## src/rtl/trace_pkg.sv

```systemverilog
// Shared types for the retire trace sink: FSM states, the buffered record,
// FLAGS bit positions and packet lengths.
package trace_pkg;

  typedef enum logic [2:0] {
    S_IDLE, S_FLAGS, S_PC, S_INSTR, S_RD, S_RDDATA, S_MADDR, S_MDATA
  } trace_state_e;

  typedef struct packed {
    logic [31:0] pc;
    logic [31:0] instr;
    logic [4:0]  reg_addr;
    logic [31:0] reg_data;
    logic [31:0] mem_addr;
    logic [31:0] mem_data;
    logic        mem_wrt;
  } trace_rec_t;

  localparam int FLG_REG = 0;
  localparam int FLG_MEM = 1;

  localparam int PKT_LEN_BASE = 9;
  localparam int PKT_LEN_REG  = 14;
  localparam int PKT_LEN_MEM  = 17;
  localparam int PKT_LEN_ALL  = 22;

  function automatic logic [7:0] byte_of(input logic [31:0] w, input logic [1:0] i);
    return w[{i, 3'b000} +: 8];
  endfunction

endpackage

```

## src/rtl/trace_fifo.sv

```systemverilog
// Synchronous record FIFO; pointers carry a wrap bit to tell full from empty.
module trace_fifo
  import trace_pkg::*;
#(
  parameter int DEPTH = 8
) (
  input  logic       clk_i,
  input  logic       rstn_i,
  input  logic       push_i,
  input  logic       pop_i,
  input  trace_rec_t data_i,
  output trace_rec_t data_o,
  output logic       full_o,
  output logic       empty_o
);

  localparam int AW = $clog2(DEPTH);

  logic [AW:0] wptr_q, rptr_q;
  trace_rec_t  mem_q [DEPTH];

  always_ff @(posedge clk_i or negedge rstn_i) begin
    if (!rstn_i) begin
      wptr_q <= '0;
      rptr_q <= '0;
    end else begin
      if (push_i) wptr_q <= wptr_q + 1'b1;
      if (pop_i)  rptr_q <= rptr_q + 1'b1;
    end
  end

  always_ff @(posedge clk_i) begin
    if (push_i) mem_q[wptr_q[AW-1:0]] <= data_i;
  end

  assign data_o  = mem_q[rptr_q[AW-1:0]];
  assign empty_o = (wptr_q == rptr_q);
  assign full_o  = (wptr_q[AW] != rptr_q[AW]) && (wptr_q[AW-1:0] == rptr_q[AW-1:0]);

endmodule

```

## src/rtl/retire_trace_sink.sv

```systemverilog
// Buffers retire records and streams each as a little-endian byte packet
// over valid/ready; keeps retire/drop counters for lost-trace detection.
module retire_trace_sink
  import trace_pkg::*;
#(
  parameter int XLEN  = 32,
  parameter int DEPTH = 8
) (
  input  logic            clk_i,
  input  logic            rstn_i,
  input  logic            retire_valid_i,
  input  logic [XLEN-1:0] pc_i,
  input  logic [31:0]     instr_i,
  input  logic [4:0]      reg_addr_i,
  input  logic [XLEN-1:0] reg_data_i,
  input  logic [XLEN-1:0] mem_addr_i,
  input  logic [XLEN-1:0] mem_data_i,
  input  logic            mem_wrt_i,
  output logic            tx_valid_o,
  output logic [7:0]      tx_data_o,
  input  logic            tx_ready_i,
  output logic [31:0]     retire_cnt_o,
  output logic [15:0]     drop_cnt_o,
  output logic            overflow_o,
  output logic            empty_o
);

  trace_state_e state_q, state_d;
  logic [1:0]   idx_q, idx_d;
  trace_rec_t   rec_q, fifo_rec, in_rec;
  logic         fifo_full, fifo_empty, push, pop, drop, hs, pkt_end;
  logic         flg_reg, flg_mem;
  logic [31:0]  retire_cnt_q;
  logic [15:0]  drop_cnt_q;
  logic         overflow_q;

  assign in_rec = '{pc: pc_i, instr: instr_i, reg_addr: reg_addr_i, reg_data: reg_data_i,
                    mem_addr: mem_addr_i, mem_data: mem_data_i, mem_wrt: mem_wrt_i};

  // A full FIFO still accepts a push when the same edge pops.
  assign push = retire_valid_i & (~fifo_full | pop);
  assign drop = retire_valid_i & fifo_full & ~pop;
  assign pop  = ~fifo_empty & ((state_q == S_IDLE) | pkt_end);

  trace_fifo #(.DEPTH(DEPTH)) u_fifo (
    .clk_i   (clk_i),
    .rstn_i  (rstn_i),
    .push_i  (push),
    .pop_i   (pop),
    .data_i  (in_rec),
    .data_o  (fifo_rec),
    .full_o  (fifo_full),
    .empty_o (fifo_empty)
  );

  assign flg_reg    = (rec_q.reg_addr != 5'd0);
  assign flg_mem    = rec_q.mem_wrt;
  assign tx_valid_o = (state_q != S_IDLE);
  assign hs         = tx_valid_o & tx_ready_i;

  always_comb begin
    state_d = state_q;
    idx_d   = idx_q;
    pkt_end = 1'b0;
    case (state_q)
      S_IDLE:   if (!fifo_empty) state_d = S_FLAGS;
      S_FLAGS:  if (hs) state_d = S_PC;
      S_PC:     if (hs) begin
                  idx_d = idx_q + 2'd1;
                  if (idx_q == 2'd3) state_d = S_INSTR;
                end
      S_INSTR:  if (hs) begin
                  idx_d = idx_q + 2'd1;
                  if (idx_q == 2'd3) begin
                    if (flg_reg)      state_d = S_RD;
                    else if (flg_mem) state_d = S_MADDR;
                    else              pkt_end = 1'b1;
                  end
                end
      S_RD:     if (hs) state_d = S_RDDATA;
      S_RDDATA: if (hs) begin
                  idx_d = idx_q + 2'd1;
                  if (idx_q == 2'd3) begin
                    if (flg_mem) state_d = S_MADDR;
                    else         pkt_end = 1'b1;
                  end
                end
      S_MADDR:  if (hs) begin
                  idx_d = idx_q + 2'd1;
                  if (idx_q == 2'd3) state_d = S_MDATA;
                end
      S_MDATA:  if (hs) begin
                  idx_d = idx_q + 2'd1;
                  if (idx_q == 2'd3) pkt_end = 1'b1;
                end
      default:  state_d = S_IDLE;
    endcase
    // Chain straight into the next packet so a busy stream has no bubble.
    if (pkt_end) state_d = fifo_empty ? S_IDLE : S_FLAGS;
  end

  always_comb begin
    tx_data_o = 8'h00;
    case (state_q)
      S_FLAGS:  tx_data_o = {6'b0, flg_mem, flg_reg};
      S_PC:     tx_data_o = byte_of(rec_q.pc, idx_q);
      S_INSTR:  tx_data_o = byte_of(rec_q.instr, idx_q);
      S_RD:     tx_data_o = {3'b0, rec_q.reg_addr};
      S_RDDATA: tx_data_o = byte_of(rec_q.reg_data, idx_q);
      S_MADDR:  tx_data_o = byte_of(rec_q.mem_addr, idx_q);
      S_MDATA:  tx_data_o = byte_of(rec_q.mem_data, idx_q);
      default:  tx_data_o = 8'h00;
    endcase
  end

  always_ff @(posedge clk_i or negedge rstn_i) begin
    if (!rstn_i) begin
      state_q      <= S_IDLE;
      idx_q        <= 2'd0;
      rec_q        <= '0;
      retire_cnt_q <= '0;
      drop_cnt_q   <= '0;
      overflow_q   <= 1'b0;
    end else begin
      state_q <= state_d;
      idx_q   <= idx_d;
      if (pop) rec_q <= fifo_rec;
      if (retire_valid_i) retire_cnt_q <= retire_cnt_q + 32'd1;
      if (drop && drop_cnt_q != 16'hFFFF) drop_cnt_q <= drop_cnt_q + 16'd1;
      if (drop) overflow_q <= 1'b1;
    end
  end

  assign retire_cnt_o = retire_cnt_q;
  assign drop_cnt_o   = drop_cnt_q;
  assign overflow_o   = overflow_q;
  assign empty_o      = fifo_empty & (state_q == S_IDLE);

endmodule

```

## config.mk

```make
export PLATFORM = sky130hd
export DESIGN_NAME = retire_trace_sink
export DESIGN_NICKNAME = d
export VERILOG_FILES = /design/src/rtl/trace_pkg.sv /design/src/rtl/trace_fifo.sv /design/src/rtl/retire_trace_sink.sv
export SDC_FILE = /design/constraint.sdc
export NUM_CORES = 2
export LEC_CHECK = 0
export ABC_AREA = 1
export BUFFER_PORTS_ARGS = -buffer_cell sky130_fd_sc_hd__clkbuf_2
export CORE_MARGIN = 3
export CORE_UTILIZATION = 58
export CTS_BUF_LIST = sky130_fd_sc_hd__clkbuf_8
export CTS_CLUSTER_SIZE = 28
export DETAILED_ROUTE_END_ITERATION = 16
export PLACE_DENSITY_LB_ADDON = 0.08
export SYNTH_ARGS = -nofsm -noshare
export SYNTH_HDL_FRONTEND = slang
export SYNTH_SLANG_ARGS = --single-unit
```

## constraint.sdc

```tcl
create_clock -name clk_i -period 12.42 [get_ports clk_i]
set_input_delay 1.863 -clock clk_i [delete_from_list [all_inputs] [get_ports clk_i]]
set_output_delay 1.863 -clock clk_i [all_outputs]
set_load 0.005 [all_outputs]
```

==> results.md <==
* Dpl ws at 6870 ps
* Netlist cell types at 36
* Finished layout cell area at between 60000 and 70000 um2
* Vias in the first global route at 38.4k
* Syn Inst Count at 5216
* Number of synthesized register bits at 1556
* Total Routed Length at 155000 um
* Slew Limit Fails at 0
* Drt wl/cell at 22.0 um
* Htree depth at 4
* Worst setup SP type: register
* Leading area contributor after synthesis: edfxtp_1
* Main synth FF type: edfxtp_1
* Post-DP Area at 64300 um2
* Reg area at 45600 um2
* Gp weighted congestion at 0.953
* Grt ovf at 0
* IO buf count at 228
* HPWL after DPL at 88700 um
* Die H at 334 um
* Async S/R FF share, synth at 0.147
* Footprint of the multi-input gates at 14900 um2
* R2R depth at 11
* Setup violations, final at 0
* Chip Width at 334 um
* EDFF count, synth at 1328
* Clock Sink Count at between 1.5k and 2k
* Sequential-to-total area share from yosys stat at 0.731
* Total CTS buffers at between 200 and 250
* Final ANT Viol Nets at 0
* Arrival @ worst endpoint at 4080 ps
* Core Region at about 110000 um2
* Hold depth at 2
* Initial Util at 0.588
* Clock slew at reported path FFs at 60 ps
* P per Cell Area at 238 nW/um2
* Post CTS Setup Buffer Count at 0
* Critical path, cell by cell: nand2_2 -> nor2_2 -> nand2_1 -> nand3_1 -> o21ai_1 -> o21a_1 -> nor2_1 -> clkbuf_2
* Critical path type: reg -> out
* Peak supply drop at 0.000215 V
* HP Class: reg -> reg
* Clock Tree Buf Depth at 3
* Dpl cells at 6572
* Final setup TNS at 0 ps
* DRT Pass-1 Iters at 6
* CTS tree: done
* IO Count at about 230
* Fin nets at 5597
* RSZ-0062 raised after global routing: no
* Largest net degree at the start of global routing at 205
* Syn avg cell area at 12.0 um2
* Syn_nets at 5391
* Least-Margin Pin Slew at 1200 ps
* Max-Cap Viols at 0
* Final WS setup at 6480 ps
* # hold bufs at CTS at 0
* CP max-delay cell: nor2_2
* Skew final at between 40 and 50 ps
* Final worst-path cycle share at 0.478
* Die area at 111000 um2
* 1st-iter DRT viols at slightly below 4k
* Worst hold slack at around 490 ps
* Status: complete, no violations
* Mapped Area at 62300 um2
* Initial antenna violation count at 17
* Top post-synthesis cells by area: edfxtp_1 64%, dfrtp_1 9.2%, nor2_1 5.8%, nand2_1 5.3%, o21ai_0 5.2%
* Share of post-route cells with drive strength above 1 at 0.110
* Layout overhead on the synthesized area at 10.3%
* Global-route wire length before repair at 234000 um
* Critical path peak fanout at 25
* Non-Filler Instances at 7035
* Layout filler cell count at around 8.2k
* Yosys warns at 0
* Hold Violations, Final at 0
* Clock root cell: clkbuf_8
* Worst-skew pair later-pin latency at 910 ps
* Max frequency at about 0.17 GHz
* Leak at ~25 nW
* Post-layout min period at 5940 ps
* Post-CTS resize count at 0
* Via count at 40.5k
* # rows at between 100 and 150
* Rel. slew slack at 0.199
* Synth top area share at 0.640
* Crit path largest cell delay at 910 ps
* GRT Overall Usage at 0.277
* DRC viols at 0
* WP data required at 10560 ps
* Crit end category: primary output
* Vias per cell at ~5.8
critical path, delay by kind of cell (launching register included):
kind            cells  cell delay [ps]
buf+inv             1              200
compound gates      2              300
flops               1              820
simple gates        5             1870
where the power goes:
group	total (W)	leakage (nW)	internal, W	switching, W
registers	0.00715	14.9	0.00668	0.000471
logic	0.00534	7.66	0.00138	0.00396
clock network	0.00389	2.62	0.00196	0.00194
total	0.0164	25.2	0.0100	0.00637
flip-flops by register name, indices dropped and copies added (netlist names):
name	flops
retire_cnt_o	32
idx_q	2
overflow_o	1
flg_mem	1
rec_q	165
state_q	3
u_fifo.wptr_q	4
drop_cnt_o	16
u_fifo.rptr_q	4
u_fifo.mem_q	1328
layout by cell type (no fill, tap or decap), types with 5 or more instances in the layout:
| cell | count |
|---|---|
| inv_1 | 193 |
| xnor2_1 | 15 |
| dfrtp_1 | 225 |
| o211ai_1 | 221 |
| clkinv_1 | 60 |
| diode_2 | 16 |
| buf_4 | 50 |
| a21oi_1 | 28 |
| nor3_1 | 12 |
| nor2_1 | 959 |
| nor2_2 | 7 |
| xor2_1 | 30 |
| inv_8 | 6 |
| clkbuf_2 | 227 |
| o21ai_1 | 104 |
| nand3_1 | 198 |
| nand2_2 | 5 |
| ha_1 | 5 |
| a31oi_1 | 56 |
| nand2_1 | 887 |
| inv_2 | 8 |
| o21ai_0 | 642 |
| nand4_1 | 37 |
| clkinv_2 | 26 |
| clkbuf_8 | 251 |
| edfxtp_1 | 1328 |
| nor2_4 | 8 |
logic make-up after synthesis:
kind of cell	after synthesis	share of synthesized area
and+or+nand+nor	2122	0.135
xor gates and xnor gates	45	0.00632
adders and majority gates	5	0.00100
AOI/OAI and AO/OA	1060	0.0955
buffers and inverters	428	0.0311
DFF	1556	0.731
per-layer routing:
metal | wire length (um) | vias up | share of wire | track usage
met4 | 3250 | 8 | 0.021 | 0.0799
met2 | 74300 | 1410 | 0.48 | 0.440
met5 | 62 | - | 0.00040 | 0
li1 | - | 18900 | - | -
met3 | 10700 | 211 | 0.069 | 0.0505
met1 | 66400 | 19900 | 0.43 | 0.397
Yosys cell counts (2+ instances only):
| cell type | count |
|---|---|
| edfxtp_1 | 1328 |
| nor2_1 | 966 |
| nand2_1 | 887 |
| o21ai_0 | 642 |
| dfrtp_1 | 228 |
| o211ai_1 | 221 |
| nand3_1 | 198 |
| clkbuf_1 | 151 |
| buf_2 | 118 |
| o21ai_1 | 104 |
| inv_1 | 99 |
| a31oi_1 | 56 |
| nand4_1 | 37 |
| xor2_1 | 30 |
| a21oi_1 | 28 |
| buf_1 | 17 |
| buf_6 | 17 |
| nor3_1 | 15 |
| xnor2_1 | 15 |
| buf_4 | 14 |
| inv_2 | 10 |
| nor2_2 | 6 |
| ha_1 | 5 |
| nand2_2 | 5 |
| o21a_1 | 3 |
| a21oi_2 | 2 |
| inv_4 | 2 |
| nand3b_1 | 2 |
| nor2_4 | 2 |
| o22ai_1 | 2 |
through the flow:
step | power (W) | util
6_report | 0.0164 | 0.648
4_1_cts | 0.0165 | 0.648
2_1_floorplan | 0.0108 | -
5_1_grt | 0.0173 | 0.648
3_5_place_dp | 0.0126 | 0.606
3_3_place_gp | 0.0125 | 0.606
final cells by class:
cell class,count,area share
Clock buffer,251,0.0503
Antenna cell,16,0.000582
Tap cell,1391,0.0253
Clock inverter,196,0.0141
Timing Repair Buffer,282,0.0234
Sequential cell,1556,0.663
Inverter,111,0.00652
Multi-Input combinational cell,3232,0.217
worst paths after layout:
check	from	endpoint	slack [ps]
worst max register to register	u_fifo.rptr_q[0]$_DFFE_PN0P_	u_fifo.mem_q[5][49]$_DFFE_PP_	7520
worst min register to register	rec_q[109]$_DFFE_PN0P_	rec_q[109]$_DFFE_PN0P_	490
max in group asynchronous	rstn_i	rec_q[70]$_DFFE_PN0P_	9910
worst max-delay path	state_q[1]$_DFFE_PN0P_	tx_data_o[6]	6480
worst min-delay path	rec_q[109]$_DFFE_PN0P_	rec_q[109]$_DFFE_PN0P_	490
min in group asynchronous	rstn_i	retire_cnt_o[20]$_DFFE_PN0P_	970
Power figures use the tool's default switching activity.
